## src/rtl/decode_queue_if.sv

```systemverilog
// Fetch / register-file / hazard / Issue signals of the decode queue.
// master is the decode queue itself; slave is the surrounding pipeline.
interface decode_queue_if #(
    parameter int XLEN = 32,
    parameter int CW   = 3
);
    logic            if_id_valid;
    logic            if_id_ready;
    logic [31:0]     if_id_instruc;
    logic [XLEN-1:0] if_id_pc;
    logic            id_if_redirect;
    logic [XLEN-1:0] id_if_target;
    logic [4:0]      id_reg_addra;
    logic [4:0]      id_reg_addrb;
    logic [XLEN-1:0] reg_id_ass_dataa;
    logic [XLEN-1:0] reg_id_ass_datab;
    logic            id_hd_check_a;
    logic            id_hd_check_b;
    logic            hd_id_stall;
    logic            id_iss_valid;
    logic            iss_id_ready;
    logic [6:0]      id_iss_op;
    logic [2:0]      id_iss_funct3;
    logic [6:0]      id_iss_funct7;
    logic [4:0]      id_iss_rd;
    logic [4:0]      id_iss_addra;
    logic [4:0]      id_iss_addrb;
    logic [XLEN-1:0] id_iss_imedext;
    logic [XLEN-1:0] id_iss_pc;
    logic            id_iss_writereg;
    logic            id_iss_readmem;
    logic            id_iss_writemem;
    logic            id_iss_illegal;
    logic [CW-1:0]   id_count;

    modport master (
        input  if_id_valid, if_id_instruc, if_id_pc, reg_id_ass_dataa, reg_id_ass_datab,
               hd_id_stall, iss_id_ready,
        output if_id_ready, id_if_redirect, id_if_target, id_reg_addra, id_reg_addrb,
               id_hd_check_a, id_hd_check_b, id_iss_valid, id_iss_op, id_iss_funct3,
               id_iss_funct7, id_iss_rd, id_iss_addra, id_iss_addrb, id_iss_imedext,
               id_iss_pc, id_iss_writereg, id_iss_readmem, id_iss_writemem,
               id_iss_illegal, id_count
    );

    modport slave (
        output if_id_valid, if_id_instruc, if_id_pc, reg_id_ass_dataa, reg_id_ass_datab,
               hd_id_stall, iss_id_ready,
        input  if_id_ready, id_if_redirect, id_if_target, id_reg_addra, id_reg_addrb,
               id_hd_check_a, id_hd_check_b, id_iss_valid, id_iss_op, id_iss_funct3,
               id_iss_funct7, id_iss_rd, id_iss_addra, id_iss_addrb, id_iss_imedext,
               id_iss_pc, id_iss_writereg, id_iss_readmem, id_iss_writemem,
               id_iss_illegal, id_count
    );
endinterface

```

## src/rtl/decode_queue.sv

```systemverilog
// RV32I decode queue: DEPTH-entry fetch buffer, head decode with branch/jump
// resolution, and a registered valid/ready bundle towards Issue.
module decode_queue #(
    parameter int XLEN  = 32,
    parameter int DEPTH = 4,
    parameter int CW    = $clog2(DEPTH + 1)
) (
    input  logic           clock,
    input  logic           reset,
    decode_queue_if.master bus
);
    localparam int PW = $clog2(DEPTH);

    localparam logic [6:0] OP_LUI    = 7'b0110111;
    localparam logic [6:0] OP_AUIPC  = 7'b0010111;
    localparam logic [6:0] OP_JAL    = 7'b1101111;
    localparam logic [6:0] OP_JALR   = 7'b1100111;
    localparam logic [6:0] OP_BRANCH = 7'b1100011;
    localparam logic [6:0] OP_LOAD   = 7'b0000011;
    localparam logic [6:0] OP_STORE  = 7'b0100011;
    localparam logic [6:0] OP_IMM    = 7'b0010011;
    localparam logic [6:0] OP_REG    = 7'b0110011;
    localparam logic [6:0] OP_FENCE  = 7'b0001111;
    localparam logic [6:0] OP_SYSTEM = 7'b1110011;

    typedef struct packed {
        logic [6:0]      op;
        logic [2:0]      funct3;
        logic [6:0]      funct7;
        logic [4:0]      rd;
        logic [4:0]      addra;
        logic [4:0]      addrb;
        logic [XLEN-1:0] imm;
        logic [XLEN-1:0] pc;
        logic            writereg;
        logic            readmem;
        logic            writemem;
        logic            illegal;
    } bundle_t;

    logic [31:0]     q_instr [DEPTH];
    logic [XLEN-1:0] q_pc    [DEPTH];
    logic [PW-1:0]   rd_ptr, wr_ptr;
    logic [CW-1:0]   count;

    logic            head_valid, push, pop, taken, br_cond;
    logic            is_jal, is_jalr, is_branch, rd_write;
    logic [31:0]     h_instr;
    logic [6:0]      h_op;
    logic [XLEN-1:0] h_pc, jalr_sum, tgt_next;
    logic [XLEN-1:0] imm_i, imm_s, imm_b, imm_u, imm_j;
    bundle_t         dec, out_q;
    logic            out_vld, redirect;
    logic [XLEN-1:0] target;

    assign head_valid = (count != '0);
    assign h_instr    = q_instr[rd_ptr];
    assign h_pc       = q_pc[rd_ptr];
    assign h_op       = h_instr[6:0];

    assign bus.if_id_ready = (count < CW'(DEPTH)) && !redirect;
    assign push = bus.if_id_valid && bus.if_id_ready;
    assign pop  = head_valid && !bus.hd_id_stall && (!out_vld || bus.iss_id_ready);

    assign bus.id_reg_addra  = h_instr[19:15];
    assign bus.id_reg_addrb  = h_instr[24:20];
    assign bus.id_hd_check_a = head_valid && !(h_op == OP_LUI || h_op == OP_AUIPC || h_op == OP_JAL);
    assign bus.id_hd_check_b = head_valid && (h_op == OP_BRANCH || h_op == OP_STORE || h_op == OP_REG);

    assign imm_i = XLEN'($signed(h_instr[31:20]));
    assign imm_s = XLEN'($signed({h_instr[31:25], h_instr[11:7]}));
    assign imm_b = XLEN'($signed({h_instr[31], h_instr[7], h_instr[30:25], h_instr[11:8], 1'b0}));
    assign imm_u = XLEN'($signed({h_instr[31:12], 12'b0}));
    assign imm_j = XLEN'($signed({h_instr[31], h_instr[19:12], h_instr[20], h_instr[30:21], 1'b0}));

    always_comb begin
        dec        = '0;
        dec.op     = h_op;
        dec.funct3 = h_instr[14:12];
        dec.funct7 = h_instr[31:25];
        dec.rd     = h_instr[11:7];
        dec.addra  = h_instr[19:15];
        dec.addrb  = h_instr[24:20];
        dec.pc     = h_pc;
        rd_write   = 1'b0;
        is_jal     = 1'b0;
        is_jalr    = 1'b0;
        is_branch  = 1'b0;
        case (h_op)
            OP_LUI, OP_AUIPC: begin dec.imm = imm_u; rd_write = 1'b1; end
            OP_JAL:           begin dec.imm = imm_j; rd_write = 1'b1; is_jal = 1'b1; end
            OP_JALR:          begin dec.imm = imm_i; rd_write = 1'b1; is_jalr = 1'b1; end
            OP_BRANCH: begin
                dec.imm     = imm_b;
                is_branch   = 1'b1;
                // funct3 010/011 have no branch meaning
                dec.illegal = (h_instr[14:13] == 2'b01);
            end
            OP_LOAD:             begin dec.imm = imm_i; rd_write = 1'b1; dec.readmem = 1'b1; end
            OP_STORE:            begin dec.imm = imm_s; dec.writemem = 1'b1; end
            OP_IMM:              begin dec.imm = imm_i; rd_write = 1'b1; end
            OP_REG:              rd_write = 1'b1;
            OP_FENCE, OP_SYSTEM: dec.imm = imm_i;
            default:             dec.illegal = 1'b1;
        endcase
        dec.writereg = rd_write && (h_instr[11:7] != 5'd0);
    end

    always_comb begin
        br_cond = 1'b0;
        case (h_instr[14:12])
            3'b000:  br_cond = (bus.reg_id_ass_dataa == bus.reg_id_ass_datab);
            3'b001:  br_cond = (bus.reg_id_ass_dataa != bus.reg_id_ass_datab);
            3'b100:  br_cond = ($signed(bus.reg_id_ass_dataa) <  $signed(bus.reg_id_ass_datab));
            3'b101:  br_cond = ($signed(bus.reg_id_ass_dataa) >= $signed(bus.reg_id_ass_datab));
            3'b110:  br_cond = (bus.reg_id_ass_dataa <  bus.reg_id_ass_datab);
            3'b111:  br_cond = (bus.reg_id_ass_dataa >= bus.reg_id_ass_datab);
            default: br_cond = 1'b0;
        endcase
    end

    assign taken    = pop && (is_jal || is_jalr || (is_branch && br_cond));
    assign jalr_sum = bus.reg_id_ass_dataa + dec.imm;
    assign tgt_next = is_jalr ? (jalr_sum & {{(XLEN-1){1'b1}}, 1'b0}) : (h_pc + dec.imm);

    // A taken control transfer empties the queue, including any same-cycle push.
    always_ff @(posedge clock) begin
        if (reset || taken) begin
            count  <= '0;
            rd_ptr <= '0;
            wr_ptr <= '0;
        end else begin
            if (push) wr_ptr <= wr_ptr + PW'(1);
            if (pop)  rd_ptr <= rd_ptr + PW'(1);
            count <= count + CW'(push) - CW'(pop);
        end
    end

    always_ff @(posedge clock) begin
        if (push && !taken) begin
            q_instr[wr_ptr] <= bus.if_id_instruc;
            q_pc[wr_ptr]    <= bus.if_id_pc;
        end
    end

    always_ff @(posedge clock) begin
        if (reset) begin
            out_q    <= '0;
            out_vld  <= 1'b0;
            redirect <= 1'b0;
            target   <= '0;
        end else begin
            if (pop) begin
                out_q   <= dec;
                out_vld <= 1'b1;
            end else if (out_vld && bus.iss_id_ready) begin
                out_vld <= 1'b0;
            end
            redirect <= taken;
            if (taken) target <= tgt_next;
        end
    end

    assign bus.id_if_redirect  = redirect;
    assign bus.id_if_target    = target;
    assign bus.id_count        = count;
    assign bus.id_iss_valid    = out_vld;
    assign bus.id_iss_op       = out_q.op;
    assign bus.id_iss_funct3   = out_q.funct3;
    assign bus.id_iss_funct7   = out_q.funct7;
    assign bus.id_iss_rd       = out_q.rd;
    assign bus.id_iss_addra    = out_q.addra;
    assign bus.id_iss_addrb    = out_q.addrb;
    assign bus.id_iss_imedext  = out_q.imm;
    assign bus.id_iss_pc       = out_q.pc;
    assign bus.id_iss_writereg = out_q.writereg;
    assign bus.id_iss_readmem  = out_q.readmem;
    assign bus.id_iss_writemem = out_q.writemem;
    assign bus.id_iss_illegal  = out_q.illegal;
endmodule

```

## src/flat_wrapper.sv

```systemverilog
// flat-port wrapper written by rule: the top's interface ports become plain ports
module decode_queue_flat 
#(
    parameter int XLEN  = 32,
    parameter int DEPTH = 4,
    parameter int CW    = $clog2(DEPTH + 1)
)
  (clock, reset, bus_if_id_valid, bus_if_id_instruc, bus_if_id_pc, bus_reg_id_ass_dataa, bus_reg_id_ass_datab, bus_hd_id_stall, bus_iss_id_ready, bus_if_id_ready, bus_id_if_redirect, bus_id_if_target, bus_id_reg_addra, bus_id_reg_addrb, bus_id_hd_check_a, bus_id_hd_check_b, bus_id_iss_valid, bus_id_iss_op, bus_id_iss_funct3, bus_id_iss_funct7, bus_id_iss_rd, bus_id_iss_addra, bus_id_iss_addrb, bus_id_iss_imedext, bus_id_iss_pc, bus_id_iss_writereg, bus_id_iss_readmem, bus_id_iss_writemem, bus_id_iss_illegal, bus_id_count);
  decode_queue_if #(.XLEN(XLEN), .CW(CW)) bus_i ();
  input  logic clock;
  input  logic reset;
  input wire logic [$bits(bus_i.if_id_valid)-1:0] bus_if_id_valid;
  input wire logic [$bits(bus_i.if_id_instruc)-1:0] bus_if_id_instruc;
  input wire logic [$bits(bus_i.if_id_pc)-1:0] bus_if_id_pc;
  input wire logic [$bits(bus_i.reg_id_ass_dataa)-1:0] bus_reg_id_ass_dataa;
  input wire logic [$bits(bus_i.reg_id_ass_datab)-1:0] bus_reg_id_ass_datab;
  input wire logic [$bits(bus_i.hd_id_stall)-1:0] bus_hd_id_stall;
  input wire logic [$bits(bus_i.iss_id_ready)-1:0] bus_iss_id_ready;
  output wire logic [$bits(bus_i.if_id_ready)-1:0] bus_if_id_ready;
  output wire logic [$bits(bus_i.id_if_redirect)-1:0] bus_id_if_redirect;
  output wire logic [$bits(bus_i.id_if_target)-1:0] bus_id_if_target;
  output wire logic [$bits(bus_i.id_reg_addra)-1:0] bus_id_reg_addra;
  output wire logic [$bits(bus_i.id_reg_addrb)-1:0] bus_id_reg_addrb;
  output wire logic [$bits(bus_i.id_hd_check_a)-1:0] bus_id_hd_check_a;
  output wire logic [$bits(bus_i.id_hd_check_b)-1:0] bus_id_hd_check_b;
  output wire logic [$bits(bus_i.id_iss_valid)-1:0] bus_id_iss_valid;
  output wire logic [$bits(bus_i.id_iss_op)-1:0] bus_id_iss_op;
  output wire logic [$bits(bus_i.id_iss_funct3)-1:0] bus_id_iss_funct3;
  output wire logic [$bits(bus_i.id_iss_funct7)-1:0] bus_id_iss_funct7;
  output wire logic [$bits(bus_i.id_iss_rd)-1:0] bus_id_iss_rd;
  output wire logic [$bits(bus_i.id_iss_addra)-1:0] bus_id_iss_addra;
  output wire logic [$bits(bus_i.id_iss_addrb)-1:0] bus_id_iss_addrb;
  output wire logic [$bits(bus_i.id_iss_imedext)-1:0] bus_id_iss_imedext;
  output wire logic [$bits(bus_i.id_iss_pc)-1:0] bus_id_iss_pc;
  output wire logic [$bits(bus_i.id_iss_writereg)-1:0] bus_id_iss_writereg;
  output wire logic [$bits(bus_i.id_iss_readmem)-1:0] bus_id_iss_readmem;
  output wire logic [$bits(bus_i.id_iss_writemem)-1:0] bus_id_iss_writemem;
  output wire logic [$bits(bus_i.id_iss_illegal)-1:0] bus_id_iss_illegal;
  output wire logic [$bits(bus_i.id_count)-1:0] bus_id_count;
  assign bus_i.if_id_valid = bus_if_id_valid;
  assign bus_i.if_id_instruc = bus_if_id_instruc;
  assign bus_i.if_id_pc = bus_if_id_pc;
  assign bus_i.reg_id_ass_dataa = bus_reg_id_ass_dataa;
  assign bus_i.reg_id_ass_datab = bus_reg_id_ass_datab;
  assign bus_i.hd_id_stall = bus_hd_id_stall;
  assign bus_i.iss_id_ready = bus_iss_id_ready;
  assign bus_if_id_ready = bus_i.if_id_ready;
  assign bus_id_if_redirect = bus_i.id_if_redirect;
  assign bus_id_if_target = bus_i.id_if_target;
  assign bus_id_reg_addra = bus_i.id_reg_addra;
  assign bus_id_reg_addrb = bus_i.id_reg_addrb;
  assign bus_id_hd_check_a = bus_i.id_hd_check_a;
  assign bus_id_hd_check_b = bus_i.id_hd_check_b;
  assign bus_id_iss_valid = bus_i.id_iss_valid;
  assign bus_id_iss_op = bus_i.id_iss_op;
  assign bus_id_iss_funct3 = bus_i.id_iss_funct3;
  assign bus_id_iss_funct7 = bus_i.id_iss_funct7;
  assign bus_id_iss_rd = bus_i.id_iss_rd;
  assign bus_id_iss_addra = bus_i.id_iss_addra;
  assign bus_id_iss_addrb = bus_i.id_iss_addrb;
  assign bus_id_iss_imedext = bus_i.id_iss_imedext;
  assign bus_id_iss_pc = bus_i.id_iss_pc;
  assign bus_id_iss_writereg = bus_i.id_iss_writereg;
  assign bus_id_iss_readmem = bus_i.id_iss_readmem;
  assign bus_id_iss_writemem = bus_i.id_iss_writemem;
  assign bus_id_iss_illegal = bus_i.id_iss_illegal;
  assign bus_id_count = bus_i.id_count;
  decode_queue #(.XLEN(XLEN), .DEPTH(DEPTH), .CW(CW)) u_core (.clock(clock), .reset(reset), .bus(bus_i));
endmodule
```

## config.mk

```make
export PLATFORM = sky130hd
export DESIGN_NAME = decode_queue_flat
export DESIGN_NICKNAME = d
export VERILOG_FILES = /design/src/rtl/decode_queue_if.sv /design/src/rtl/decode_queue.sv /design/src/flat_wrapper.sv
export SDC_FILE = /design/constraint.sdc
export NUM_CORES = 1
export LEC_CHECK = 0
export ABC_CLOCK_PERIOD_IN_PS = 7800
export CAP_MARGIN = 30
export CORE_MARGIN = 1
export CORE_UTILIZATION = 45
export DETAILED_ROUTE_END_ITERATION = 12
export HOLD_SLACK_MARGIN = 0.15
export PLACE_DENSITY_LB_ADDON = 0.3
export SYNTH_ARGS = -nofsm -noshare
export SYNTH_HDL_FRONTEND = slang
export SYNTH_SLANG_ARGS = --single-unit
```

## constraint.sdc

```tcl
create_clock -name clock -period 7.8 [get_ports clock]
set_input_delay 1.56 -clock clock [delete_from_list [all_inputs] [get_ports clock]]
set_output_delay 1.56 -clock clock [all_outputs]
set_load 0.05 [all_outputs]
```

======== Word-level counts from Yosys, hierarchy flattened ========
Memory sizes are Yosys's and may differ from the RTL's. A register that Yosys moved wholly into a read port is not among the register bits.
Index checks and enable logic that the tools add are counted.
word-level totals
  register bits ........................... 141
  bits of input ports ..................... 133
  output and inout bits ................... 150
  memories kept ........................... 2
  word-level logic and storage cells ...... 100
  RAM bits ................................ 256
cells by class
  mux-type cells .......................... 18
  reductions and logical operators ........ 32
  magnitude comparators ................... 5
  equal/unequal tests ..................... 19
  $add $sub $neg .......................... 6
memories
  name            depth  width  rd ports  clocked after Yosys merged registers in  write ports  RTL line            source
  u_core.q_instr  4      32     1         1                                        1            decode_queue.sv:41  logic [31:0] q_instr [DEPTH];
  u_core.q_pc     4      32     1         1                                        1            decode_queue.sv:42  logic [XLEN-1:0] q_pc [DEPTH];
operator list
  operator             number
  $pmux 32 s5          1
  $add 32x32->32       2
  $ge 32x32->1         2
  $lt 32x32->1         2
  $eq 32x32->1         1
  $mux 32              1
  $ne 32x32->1         1
  $eq 7x7->1 const B   4
  $eq 7x6->1 const B   3
  $eq 7x5->1 const B   2
  $eq 3x3->1 const B   4
  $logic_and 1x1->1    11
  $mux 1               10
  $reduce_or 10->1     1
  $logic_or 1x1->1     8
  $mux 2               4
  $eq 7x2->1 const B   1
  $eq 7x4->1 const B   1
  $reduce_or 7->1      1
  $pmux 1 s6           1
  $logic_not 1->1      5
  $reduce_bool 5->1    1
  $reduce_or 5->1      1
  $add 2x1->2 const B  2
  other kinds (10)     10

======== Depth between registers and ports, before layout ========
  word-level depth ........................ 9
  mapped depth ............................ 22
  gate-level depth less buffers ........... 18

======== Least setup slack after synthesis ========
OpenSTA, ideal clock, no wires.
  kind .................................... register -> output
  start point ............................. register with a tool-made name
  end point ............................... output bus_id_hd_check_b
  path buffers ............................ 2
  cell stages (with the launch flop) ...... 6
  required time ........................... 6.240 ns
  setup slack ............................. 2.323 ns
  data arrival time ....................... 3.917 ns
  cell sequence ........................... dfxtp_1 buf_6 mux4_2 nand4bb_1 buf_4 a2111oi_0
RTL lines
  what       RTL line            source
  to (decl)  flat_wrapper.sv:25  output wire logic [$bits(bus_i.id_hd_check_b)-1:0] bus_id_hd_check_b;

==> summary.md <==
| Metric | Value |
|---|---|
| Outcome | finished, final reports clean |
| CP endpoint kind | flop |
| Crit-path slowest cell | o21ai_0 |
| Die Y | 208.6 um |
| Worst Max-Slew Pin Slew | 1.006 ns |
| Worst path arrival time | 6.37 ns |
| Clk buf depth | 3 |
| Final WS setup | 1.901 ns |
| DR WL/cell | 23.54 um |
| Power density over the cells | 322.6 nW/um^2 |
| Placement Rows | 75 |
| Residual DRC count | 0 |
| Synth Register Bits | 399 |
| Syn_nets | 1900 |
| Hold Crit Class | reg2reg |
| Ys async rst share | 0% |
| Relative slew margins | 32.22% |
| 1st-pass router iterations | 5 |
| Skew-Pair Late Insertion Delay | 0.58 ns |
| Cts hold-fix bufs | 0 |
| Largest net degree at the start of global routing | 81 |
| Gate Count Post-Synth | 1665 |
| Worst stage delay on the critical path | 0.80 ns |
| Fin Setup TNS | 0 ns |
| Global route overflow | 0 |
| Routed via count | 14580 |
| Met1 usage | 37.15% |
| CTS HTree Levels | 2 |
| Starting DRT DRC Count | 1175 |
| Vias in the first global route | 14050 |
| Clock root buffer | clkbuf_16 |
| CP Cell Sequence | mux4_2, nand4bb_1, nor2_1, a21oi_1, o21ai_0, and2_1, ha_1, o2111ai_1, a2111o_1, a31oi_1, nor4_1, o41a_1, nor2b_1, nor3_1, o32a_1, a22o_1 |
| Io pins | 283 |
| Die area | 43530 um^2 |
| DP HPWL | 42820 um |
| Port bufs | 282 |
| Layout cell share with drive strength beyond 1 | 8.951% |
| Design Area, Final | 23840 um^2 |
| Fin nets | 2157 |
| Post_cts resized | 0 |
| Worst slack, placed | 1.666 ns |
| Worst-path clk slew | 0.06 ns |
| Post-DRT Antenna Nets | 0 |
| Post-Route Skew | 0.02743 ns |
| Final setup vio count | 0 |
| Fmax | 169.5 MHz |
| Maximum VDD drop | 233.2 uV |
| First-pass GRT wire length | 86210 um |
| Routed WL | 58710 um |
| Ant diodes | 0 |
| CTS sink count | 399 |
| Crit Path Class | reg2reg |
| Max Slew Vio Count | 0 |
| Synth Flop Type | edfxtp_1 |
| Crit path time final | 5.899 ns |
| GR peak layer | met2 |
| Post-Place Cells | 2418 |
| Post-synth cell types | 81 |
| RD Place Congestion | 0.9669 |
| Final cell count without fillers | 2494 |
| Max-cap violation count | 0 |
| Final Cycle Share | 75.63% |
| Dpl cell area | 22540 um^2 |
| CTS buffer count | 41 |
| DR vias/cell | 5.845 |
| Cell area after synthesis | 19220 um^2 |
| RSZ-0062 raised after global routing | false |
| Gr usage total | 26.66% |
| Grt met3 use | 4.614% |
| Met2 Use GR | 41.67% |
| Worst Setup Start Kind | flop |
| Area grow syn2layout | 24.07% |
| Seq/Total Area, Yosys | 54.90% |
| Crit path max fanout | 15 |
| Setup bufs post-CTS | 0 |
| Initial antenna violation count | 3 |
| Initial core utilization | 45.71% |
| Synth warnings | 0 |
| Average size of a mapped cell | 11.54 um^2 |
| Die width | 208.6 um |
| CTS tree | yes |
| Post-synth EDFFs | 256 |
| Critical Path RT | 8.27 ns |
| Area of the core | 42040 um^2 |
| Hold Fails Final Rpt | 0 |
| Leak Pwr | 8.827 nW |
[flip-flops by register name, summed over array words and instances (netlist names), 2 cells and up, named ones only]
register and flops:
u_core.q_instr 128, u_core.q_pc 128, u_core.bus.id_if_target 32, u_core.bus.id_iss_imedext 32, u_core.bus.id_iss_pc 32, u_core.bus.id_iss_funct7 7, u_core.bus.id_iss_op 7, u_core.bus.id_iss_addra 5
u_core.bus.id_iss_addrb 5, u_core.bus.id_iss_rd 5, u_core.bus.id_count 3, u_core.bus.id_iss_funct3 3, u_core.rd_ptr 2, u_core.wr_ptr 2
[area by class of cell]
| cell class | instances | area (um^2) |
|---|---|---|
| fill | 3465 | 18200 |
| timing repair buffer | 305 | 3028 |
| multi-input combinational | 1113 | 8049 |
| clock inverter | 22 | 143.9 |
| inverter | 62 | 232.7 |
| sequential | 399 | 10560 |
| tap | 539 | 674.4 |
| clock buffer | 54 | 1157 |
[final timing paths]
check / startpoint / to / slack (ns) / cells past startpoint
worst max register to register: flop / u_core.bus.id_if_target[20] / 1.90 / 16
worst max-delay path: flop / u_core.bus.id_if_target[20] / 1.90 / 16
worst min register to register: u_core.bus.id_iss_pc[18] / u_core.bus.id_iss_pc[18] / 0.45 / 2
worst min-delay path: u_core.bus.id_iss_pc[18] / u_core.bus.id_iss_pc[18] / 0.45 / 2
[cell families after synthesis]
logic type | Yosys count | synth area share (%)
AO/OA/AOI/OAI | 421 | 13.90
XOR/XNOR | 51 | 2.325
AND/OR/NAND/NOR | 468 | 10.95
multiplexers | 71 | 7.872
flip-flops | 399 | 54.90
adder cells (fa/ha/maj) | 102 | 6.759
buffers and inverters | 153 | 3.288
[metal layers]
metal / share of wire (%) / wire, um
met5: 0.019 / 11
met4: 3.4 / 1988
met2: 45 / 26670
met3: 8.6 / 5057
met1: 43 / 24980
[metrics by stage]
stage               power, mW  utilization, %  hold WS [ns]
floorplan               4.775               -        0.4847
global placement        5.754           53.49        0.4447
detailed placement      5.781           53.61        0.4468
CTS                     7.705           56.71        0.4546
global route            8.016           56.71        0.4706
finish                  7.692           56.71        0.4533
[report_power, final]
group          switching [mW]  total (mW)  internal (mW)
sequential              0.122        2.63           2.51
combinational            2.06        3.15           1.09
clock                   0.828        1.91           1.08
[worst max-delay path: cells and delay by family (launching register included)]
kind | cells | cell delay [ns]
AOI/OAI and AO/OA | 8 | 2.82
adders and majority gates | 1 | 0.27
DFF | 1 | 0.53
muxes | 1 | 0.66
and+or+nand+nor | 6 | 1.49
[cells in the mapped netlist (9+ instances only)]
library cell	n	area [um^2]
a21o_1	55	412.9
and2_1	17	106.4
clkbuf_1	65	244.0
nor3_1	20	100.1
xor2_1	23	201.4
or3_1	9	56.30
buf_4	11	82.58
a21oi_1	181	905.9
o21ai_0	59	295.3
xnor2_1	28	245.2
nor2b_1	16	100.1
a31oi_1	14	87.58
nand4_1	15	93.84
dfxtp_1	143	2863
inv_1	61	229.0
edfxtp_1	256	7687
ha_1	99	1239
nor2_1	67	251.5
a211oi_1	15	112.6
o211ai_1	9	67.56
mux4_2	64	1441
nand3_1	22	110.1
nand2_1	264	991.0
[placed cells by master, fill, tap and decap left out, types with 23 or more instances in the layout]
cell type / instances
clkdlybuf4s50_1: 281
nand2_1: 264
edfxtp_1: 256
a21oi_1: 181
dfxtp_1: 141
ha_1: 99
nor2_1: 67
mux4_2: 64
inv_1: 61
o21ai_0: 59
a21o_1: 55
clkbuf_16: 43
xnor2_1: 28
xor2_1: 23
No activity file was read; power rests on OpenSTA's default activity.
==> RTL edit: new RTL, same flow settings <==
`XLEN` is set to 32 in 3 places; all go to 24.
--- a/src/rtl/decode_queue_if.sv
+++ b/src/rtl/decode_queue_if.sv
@@ -1,7 +1,7 @@
 // Fetch / register-file / hazard / Issue signals of the decode queue.
 // master is the decode queue itself; slave is the surrounding pipeline.
 interface decode_queue_if #(
-    parameter int XLEN = 32,
+    parameter int XLEN = 24,
     parameter int CW   = 3
 );
     logic            if_id_valid;
--- a/src/rtl/decode_queue.sv
+++ b/src/rtl/decode_queue.sv
@@ -1,7 +1,7 @@
 // RV32I decode queue: DEPTH-entry fetch buffer, head decode with branch/jump
 // resolution, and a registered valid/ready bundle towards Issue.
 module decode_queue #(
-    parameter int XLEN  = 32,
+    parameter int XLEN  = 24,
     parameter int DEPTH = 4,
     parameter int CW    = $clog2(DEPTH + 1)
 ) (
--- a/src/flat_wrapper.sv
+++ b/src/flat_wrapper.sv
@@ -1,7 +1,7 @@
 // flat-port wrapper written by rule: the top's interface ports become plain ports
 module decode_queue_flat 
 #(
-    parameter int XLEN  = 32,
+    parameter int XLEN  = 24,
     parameter int DEPTH = 4,
     parameter int CW    = $clog2(DEPTH + 1)
 )
Ports: changed (6 resized); port bits go from 283 to 235. No check against the original RTL was run, so the function may have changed too.
==> RTL edit against the original RTL <==
Sequential cell count down 56. Largest cell class unchanged. Clock power down 9.9%. Design area down 16%. Synthesized area down 17%. Sequential share of layout area up 1.4 points. Final cell count down 19%. Wire length down 24%. Power down 15%. Worst setup slack worse by 0.022 ns. Largest power group unchanged. Critical path depth down 3. Highest routed layer is now met4. Non-clock buffer count down 57.
==> RTL edit: results (changes against the original RTL) <==
number of unique standard cell types used by synthesis=80 (-1.2%); total routing resource utilization after global routing=24.5% (-2.2 points); largest registers in the final layout=u_core.q_instr: 128 flops, u_core.q_pc: 96 flops; leading cell types by total area after synthesis=sky130_fd_sc_hd__edfxtp_1 (42%), sky130_fd_sc_hd__dfxtp_1 (15%), sky130_fd_sc_hd__mux4_2 (7.6%); number of nets in the finished design=1725 (-20%); first-pass detailed-route iteration total=5 (unchanged); transition time at the pin with the least slew margin=0.964 ns (-0.0423 ns); number of buffers created by CTS=36 (-12%); Post-Synthesis Net Count=1507 (-21%); ys async rst share=0% (unchanged); Worst Path Max Fanout=27 (+12); Avg WL per Cell=22.1 µm (-6.3%); initial antenna violation count=1 (-2); portion of synthesized cell area occupied by the leading cell type=42.0% (+2.0 points); crit-path max cell delay=0.87 ns (+0.07 ns); first-pass GRT wire length=66.6 mm (-23%); Leakage Power=0.00718 µW (-19%); routability-driven placement congestion ratio=0.903 (-6.6%); count of buffers inserted at the top-level ports=234 (-17%); share of layout cells above drive strength 1=10.1% (+1.1 points); highest ir drop seen on vdd=0.225 mV (-3.3%); Detailed Place HPWL=32.2 mm (-25%); data arrival time at the worst-slack endpoint=6.35 ns (-0.02 ns); number of global-route vias before repair=11200 (-21%); final-layout fill cell count=2840 (-18%); status=complete, no violations; Worst path top cell family by delay=compound AO/OA/AOI/OAI gates; Worst Setup Slack post-DPL=1.50 ns (-0.168 ns); slowest cell on the critical path=sky130_fd_sc_hd__a2111oi_0; DR iter-0 viols=1027 (-13%); top cells by count, synth=sky130_fd_sc_hd__edfxtp_1 (224), sky130_fd_sc_hd__nand2_1 (196), sky130_fd_sc_hd__dfxtp_1 (119); sequential-to-total area share from yosys stat=56.9% (+2.0 points); maximum number of pins on one net before global-route repair=77 (-4.9%); worst clock skew=0.0194 ns (-0.00805 ns); via-per-instance ratio=5.71 (-2.4%); H-tree depth=2 (unchanged); later-pin clock latency in the skew report=0.52 ns (-0.06 ns); count of flip-flops with a built-in enable after synthesis=224 (-13%)
## RTL edit: area by class of cell
class | count | area [µm²] | share of cell area [%]
repair buffers | 248 | 2510 | 12.6
multi-input cells | 869 | 6410 | 32.1
well taps | 455 | 569 | 2.85
clock inverters | 19 | 195 | 0.977
flip-flops and latches | 343 | 9110 | 45.6
inverters | 40 | 150 | 0.752
clock buffers | 47 | 1010 | 5.08
diodes | 1 | 2.50 | 0.0125
## RTL edit: cells by family after synthesis
logic type	synth area share, %
flip-flops	56.9
XOR/XNOR	2.07
buffers and inverters	3.03
adder cells (fa/ha/maj)	6.24
AO/OA/AOI/OAI	11.1
AND/OR/NAND/NOR	11.9
multiplexers	8.74
## RTL edit: path summary, 6_finish.rpt
kind	cells after the start	from	endpoint	slack, ns
hold / removal	2	u_core.bus.id_iss_addra[3]	u_core.bus.id_iss_addra[3]	0.45
hold reg to reg	2	u_core.bus.id_iss_addra[3]	u_core.bus.id_iss_addra[3]	0.45
setup reg to reg	13	register	u_core.bus.id_if_target[23]	1.88
setup / recovery	13	register	u_core.bus.id_if_target[23]	1.88
## RTL edit: worst reg2reg max path: cells and delay by family, from the launching register on
kind / cells / cell delay [ns]
compound gates: 7 / 2.86
simple gates: 3 / 0.92
mux: 1 / 0.75
flops: 1 / 0.72
fa+ha+maj: 1 / 0.39
xor+xnor: 1 / 0.17
## RTL edit: stage by stage
step / area [µm²] / instances
after global routing: 20000 / 2022
after CTS: 19900 / 2020
after detailed placement: 18700 / 1954
after global placement: 18700 / 1954
final: 20000 / 2022
after floorplan: 16000 / 1320
## RTL edit: per-layer routing
metal	vias to the layer above	part of all wire (%)	global-route usage, %
met4	0	2.3	6.68
met5	-	0	0
met1	5647	42	33.4
li1	5346	-	-
met3	62	8.5	5.30
met2	482	47	39.5
## RTL edit: power by group
group,internal (µW),switching (µW)
combinational,909,1590
sequential,2170,126
clock,1020,701
